==> config.mk <==
export PLATFORM = sky130hd
export DESIGN_NAME = seq_pattern_sender
export DESIGN_NICKNAME = d
export VERILOG_FILES = /design/src/rtl/seq_pkg.sv /design/src/rtl/rise_detect.sv /design/src/rtl/seq_pattern_sender.sv
export SDC_FILE = /design/constraint.sdc
export NUM_CORES = 1
export LEC_CHECK = 0
export BUFFER_PORTS_ARGS = -buffer_cell sky130_fd_sc_hd__buf_2
export CORE_MARGIN = 1
export CORE_UTILIZATION = 54
export DETAILED_ROUTE_END_ITERATION = 10
export PLACE_DENSITY = 0.76
export SYNTH_ARGS = -nofsm -noshare
export SYNTH_HDL_FRONTEND = slang
export SYNTH_SLANG_ARGS = --single-unit
==> constraint.sdc <==
create_clock -name clk -period 2.2 [get_ports clk]
set_input_delay 0.22 -clock clk [delete_from_list [all_inputs] [get_ports clk]]
set_output_delay 0.22 -clock clk [all_outputs]
set_load 0.02 [all_outputs]
==> src/rtl/seq_pkg.sv <==
// rtl/seq_pkg.sv - shared constants and state encoding for the pattern sender and detector
package seq_pkg;

    localparam int TIMER_W   = 8;
    localparam int PATTERN_W = 4;

    localparam logic [1:0] S_IDLE = 2'd0;
    localparam logic [1:0] S_HIGH = 2'd1;
    localparam logic [1:0] S_GAP  = 2'd2;
    localparam logic [1:0] S_DONE = 2'd3;

    typedef enum logic [1:0] {
        ST_IDLE = S_IDLE,
        ST_HIGH = S_HIGH,
        ST_GAP  = S_GAP,
        ST_DONE = S_DONE
    } state_t;

endpackage

==> src/rtl/rise_detect.sv <==
// rtl/rise_detect.sv - single-cycle rising-edge detector on a level input
module rise_detect (
    input  logic clk,     // posedge clock
    input  logic rst_n,   // synchronous active-low reset
    input  logic d,       // level input
    output logic rise     // high while d=1 and the previous sample was 0
);

    logic d_q;

    always_ff @(posedge clk) begin
        if (!rst_n) begin
            d_q <= 1'b0;
        end else begin
            d_q <= d;
        end
    end

    // d_q clears in reset, so a level held through reset release reads as an edge.
    assign rise = d & ~d_q;

endmodule

==> src/rtl/seq_pattern_sender.sv <==
// rtl/seq_pattern_sender.sv - replays a 4-bit pattern MSB first as pulse_a(1)/pulse_b(0) pulses
module seq_pattern_sender
    import seq_pkg::*;
#(
    parameter int HIGH_CYCLES = 4,             // cycles each pulse is high, 1..255
    parameter int GAP_CYCLES  = 4              // cycles both lines low after a pulse, 1..255
) (
    input  logic                 clk,          // posedge clock
    input  logic                 rst_n,        // synchronous active-low reset
    input  logic                 start,        // button level, rising edge starts a frame
    input  logic [PATTERN_W-1:0] pattern,      // captured on the accepted start edge
    output logic                 pulse_a,      // high during a '1' bit pulse
    output logic                 pulse_b,      // high during a '0' bit pulse
    output logic                 busy,         // high in HIGH and GAP
    output logic                 done,         // one-cycle strobe after the last gap
    output logic [1:0]           bit_idx       // bit currently being sent, 3 down to 0
);

    localparam logic [TIMER_W-1:0] HIGH_RELOAD = TIMER_W'(HIGH_CYCLES - 1);
    localparam logic [TIMER_W-1:0] GAP_RELOAD  = TIMER_W'(GAP_CYCLES - 1);
    localparam logic [TIMER_W-1:0] TIMER_ONE   = TIMER_W'(1);
    localparam logic [1:0]         IDX_FIRST   = 2'(PATTERN_W - 1);

    state_t               state;
    state_t               state_nx;
    logic [PATTERN_W-1:0] shreg;
    logic [TIMER_W-1:0]   timer;
    logic                 start_rise;
    logic                 timer_zero;
    logic                 load_frame;
    logic                 load_high;
    logic                 load_gap;

    rise_detect u_start_edge (
        .clk   (clk),
        .rst_n (rst_n),
        .d     (start),
        .rise  (start_rise)
    );

    assign timer_zero = (timer == '0);

    always_ff @(posedge clk) begin
        if (!rst_n) begin
            state <= ST_IDLE;
        end else begin
            state <= state_nx;
        end
    end

    // Outputs depend only on registered state/datapath, never on inputs directly.
    always_comb begin
        state_nx   = state;
        load_frame = 1'b0;
        load_high  = 1'b0;
        load_gap   = 1'b0;
        pulse_a    = 1'b0;
        pulse_b    = 1'b0;
        busy       = 1'b0;
        done       = 1'b0;
        case (state)
            ST_IDLE: begin
                // Edges outside IDLE are dropped, not queued.
                if (start_rise) begin
                    state_nx   = ST_HIGH;
                    load_frame = 1'b1;
                end
            end
            ST_HIGH: begin
                busy    = 1'b1;
                pulse_a = shreg[bit_idx];
                pulse_b = ~shreg[bit_idx];
                if (timer_zero) begin
                    state_nx = ST_GAP;
                    load_gap = 1'b1;
                end
            end
            ST_GAP: begin
                busy = 1'b1;
                if (timer_zero) begin
                    if (bit_idx != 2'd0) begin
                        state_nx  = ST_HIGH;
                        load_high = 1'b1;
                    end else begin
                        state_nx = ST_DONE;
                    end
                end
            end
            ST_DONE: begin
                done     = 1'b1;
                state_nx = ST_IDLE;
            end
            default: begin
                state_nx = ST_IDLE;
            end
        endcase
    end

    // Timer reloads at zero, so the plain decrement can never wrap.
    always_ff @(posedge clk) begin
        if (!rst_n) begin
            shreg   <= '0;
            bit_idx <= 2'd0;
            timer   <= '0;
        end else if (load_frame) begin
            shreg   <= pattern;
            bit_idx <= IDX_FIRST;
            timer   <= HIGH_RELOAD;
        end else if (load_gap) begin
            timer <= GAP_RELOAD;
        end else if (load_high) begin
            timer   <= HIGH_RELOAD;
            bit_idx <= bit_idx - 2'd1;
        end else if (!timer_zero) begin
            timer <= timer - TIMER_ONE;
        end
    end

endmodule

# Yosys cells after proc, flatten, opt, wreduce, memory -nomap -nowiden
# Index checks and enable logic that the tools add are counted.
# totals
word_cells	54
out_inout_bits	6
mem_count	0
latch_bits	0
in_bits	7
romBits	0
ff_bits	17
ram_bits	0
# classes
n_shift	0
reduce_logical	8
n_bitwise	4
div	0
n_addsub	2
multipliers	0
mux	25
n_eq_ne	8
order_cmp	1
# ops
cell	count
two-way mux 2 bit	11
two-way mux 1 bit	12
zero test 8 bit	1
inequality test 2 bit, second input constant	4
one-hot mux 2 bit (4 select lines)	1
subtractor 8 x 1 -> 8 bit, second input constant	1
== test 2 bit, second input constant	2
inequality test 4 x 1 -> 1 bit, second input constant	1
nonzero test 2 bit	2
OR reduction 4 bit	1
less-than comparator 2 x 3 -> 1 bit, second input constant	1
inverter 1 bit	3
AND reduction 3 bit	1
binary-select mux 1 bit (select 2 bit)	1
== test 2 x 1 -> 1 bit, second input constant	1
zero test 2 bit	1
AND reduction 2 bit	1
OR reduction 2 bit	1
subtractor 2 x 1 -> 2 bit, second input constant	1
bitwise AND 1 bit	1

# Logic depth before layout (Yosys ltp)
# logic_depth
word_depth	7
depth_mapped	6
ltp_nobuf	6

# Cells and area by module
# A second synthesis with hierarchy kept.
# unflattened
hier_cells	99
hier_area_um2	894.6
# modules_own_cells
mod	cells_per_inst	area_per_inst_um2	seq_area_each_um2	n_inst
seq_pattern_sender	96	854.6	320.3	1
rise_detect	3	40.0	20.0	1

# Least setup slack after synthesis
# OpenSTA, ideal clock, no wires.
# synth_timing
path_kind	flip-flop to output port
startpoint	register bit_idx[0]
endpoint	output pulse_b
n_path_buf	0
required_ns	1.980
arrival_time_ns	1.326
path_slack_ns	0.654
stages_incl_launch_ff	3
path_cell_list	dfxtp_1 mux4_2 nor2b_1
# synth_between
elab_chain_len	4
# synth_rtl
item	line_no	rtl
start, declared	seq_pattern_sender.sv:16	output logic [1:0] bit_idx
start signal, assigned	seq_pattern_sender.sv:113	bit_idx <= bit_idx - 2'd1;
binary-select mux 1 bit (select 2 bit)	seq_pattern_sender.sv:72	pulse_b = ~shreg[bit_idx];
two-way mux 1 bit (implied by the code)	seq_pattern_sender.sv:72	
inverter 1 bit	seq_pattern_sender.sv:72	
two-way mux 1 bit	seq_pattern_sender.sv:61	case (state)
end, declared	seq_pattern_sender.sv:13	output logic pulse_b,
# No other way between the ends. The select of a mux whose other input is x is not followed.

# Worst setup path after layout
# layout_timing
startpoint	register bit_idx[0]
endpoint	output pulse_a
# layout_between
elab_chain_len	3
# layout_rtl
item	line_no	rtl
binary-select mux 1 bit (select 2 bit)	seq_pattern_sender.sv:71	pulse_a = shreg[bit_idx];
two-way mux 1 bit (implied by the code)	seq_pattern_sender.sv:71	
two-way mux 1 bit	seq_pattern_sender.sv:61	
end, declared	seq_pattern_sender.sv:12	output logic pulse_a,
# No other way between the ends. The select of a mux whose other input is x is not followed.

==> metrics.md <==
| Metric | Value |
|---|---|
| P&R area growth vs syn | 11.2% |
| Vias in the first global route | around 650 |
| Vias/cell | 5.47 |
| Worst-path clk slew | about 110 ps |
| Worst-path fanout max | 3 |
| RSZ-0062 raised after global routing | no |
| Critical path launch point type | flip-flop |
| Fin crit share | 0.799 |
| Clk Latency, worst-skew pair | 300 ps |
| First-pass GRT wire length | roughly 2.7 mm |
| Dpl hpwl | between 1 and 1.5 mm |
| Sw Pwr | 0.590 mW |
| Normalized max-slew margin | 0.725 |
| Fin nets | 124 |
| Net switching fraction of the power | 0.425 |
| Synth async-reset ratio | 0 |
| Distinct cells, synth | 29 |
| Initial Utilization | 0.587 |
| Routed Antenna Nets | 0 |
| CTS root buffer | clkbuf_4 |
| Mapped Cells | 95 |
| Drt wl/cell | about 12 um |
| CTS resizes | 0 |
| Overflow after GRT | 0 |
| Die ar. | 1820 sq um |
| PwrDens | approximately 1400 nW/um^2 |
| Final setup fails | 0 |
| CP Data Required Time | 1980 ps |
| CTS Buf Count | 3 |
| Share of the synthesized area in the top cell type | 0.380 |
| Max Slew Vio Count | 0 |
| Crit path time final | around 1800 ps |
| DRC | 0 |
| Die W | about 43 um |
| Vias | a little under 700 |
| Post-synth EDFFs | 0 |
| FMAX | between 500 and 600 MHz |
| Number of setup buffers added after CTS | 0 |
| Layout cells sized above 1 | 0.202 |
| # hold bufs at CTS | 0 |
| Antenna cells | 0 |
| Clock Skew | a little under 9 ps |
| VDD IR max | slightly below 0.8 mV |
| FP Rows | 14 |
| Internal power | roughly 0.80 mW |
| WS Path Type | flip-flop to primary output |
| CP arrival | approximately 1500 ps |
| First DRT Iteration DRCs | 7 |
| Post-Route WL | around 1.6 mm |
| Clock power share | 0.123 |
| Slew at the pin with the worst max-slew slack | between 400 and 500 ps |
| MaxCap Viol Count | 0 |
| Syn Area/Cell | approximately 9.4 sq um |
| Area contributors post-synth | dfxtp_1 (38%), ha_1 (9.8%), nand2_1 (5.0%) |
| Netlist Area Pre-Place | 895 sq um |
| Top post-synthesis cells by count | dfxtp_1 (17), nand2_1 (12), ha_1 (7), nor2_1 (7), inv_1 (6) |
| Worst-case clock buffer depth | 2 |
| Synth Warn # | 0 |
| Comb pwr share | 0.521 |
| Final hold violation count | 0 |
| Htree depth | 1 |
| IO buf count | 12 |
| Worst hold slack | approximately 130 ps |
| Worst Hold Class | input pin to flip-flop |
| Largest net degree at the start of global routing | 14 |
| Sequential share of the synthesized area | 0.380 |
| GRT Total Usage | 0.203 |
| Post-synthesis sequential element count | 17 |
| CP endpoint kind | primary output |
| Core area | 1520 sq um |
| CTS tree | done |
| Net count after synthesis | 109 |
| Top FF cell, synth | dfxtp_1 |
| Layout fillers | 134 |
| Antenna violations before repair | 0 |
| I/O pins | 13 |
| Yosys top cell by area | dfxtp_1 |
| Setup_tns | 0 ps |
| Die Ht | approximately 43 um |
| Count leader, synth | dfxtp_1 |
| Reg power frac | 0.355 |
| Lkg Pwr | 0.440 nW |
| Clk sink count | 17 |
| Detailed Routing Iterations Pass 1 | 2 |
| Gpl congestion | roughly 0.78 |
| Status | complete, no violations |
==> critical path: stages (launching register included) <==
cell and delay (ps):
dfxtp_1 400, mux4_2 520, and2_1 170, buf_2 150
==> per-layer routing <==
layer | vias to the layer above | routed length (um) | GRT usage | part of all wire
li1 | 351 | - | - | -
met1 | 319 | 679 | 0.223 | 0.44
met2 | 9 | 793 | 0.342 | 0.51
met3 | 5 | 49 | 0.0638 | 0.031
met4 | 0 | 35 | 0.113 | 0.022
met5 | - | 0 | 0 | 0
==> logic make-up after synthesis <==
group,synth area share
and+or+nand+nor,0.250
xor gates and xnor gates,0.0587
AOI/OAI and AO/OA,0.120
muxes,0.0587
DFF,0.380
adders and majority gates,0.0979
buffers and inverters,0.0336
==> area by class of cell <==
type                       instances  area (sq um)  area share
timing repair buffer              12          60.1      0.0604
tap                               16          20.0      0.0201
multi-input combinational         70           524       0.527
clock buffer                       3          22.5      0.0226
sequential                        17           340       0.342
clock inverter                     1          5.00     0.00503
inverter                           6          22.5      0.0226
==> power groups by stage <==
stage	combinational, mW	sequential (mW)	clock, mW
after global placement	0.708	0.497	0
after floorplan	0.598	0.492	0
after CTS	0.732	0.496	0.176
after detailed placement	0.728	0.503	0
final	0.724	0.494	0.171
after global routing	0.811	0.509	0.187
==> placed cells by master (no fill, tap or decap), types with 3 or more instances in the layout <==
cell type,count
dfxtp_1,17
nand2_1,12
buf_2,12
nor2_1,7
ha_1,7
inv_1,6
a21boi_0,5
nor2b_1,4
xnor2_1,4
and2_1,3
mux2i_1,3
o21a_1,3
clkbuf_4,3
==> state kept, by name (all words and copies together) (netlist names) <==
signal / cells
shreg: 4
state: 2
timer: 8
u_start_edge.d_q: 1
bit_idx: 2
==> metrics by stage <==
step	utilization	power, mW	setup WS, ps	instance area (sq um)	instances
finish	0.653	1.39	442	995	125
detailed placement	0.635	1.23	568	967	121
global placement	0.635	1.21	620	967	121
floorplan	-	1.09	654	895	95
CTS	0.653	1.40	423	995	125
global route	0.653	1.51	378	995	125
==> worst paths after layout <==
check	startpoint	to	slack [ps]	depth (start not counted)
worst max-delay path	bit_idx[0]	pulse_a	440	3
worst min-delay path	start	u_start_edge.d_q	130	2
worst max register to register	timer[0]	state[0]	530	6
worst min register to register	shreg[2]	shreg[2]	470	2
(Power assumes the default switching activity.)
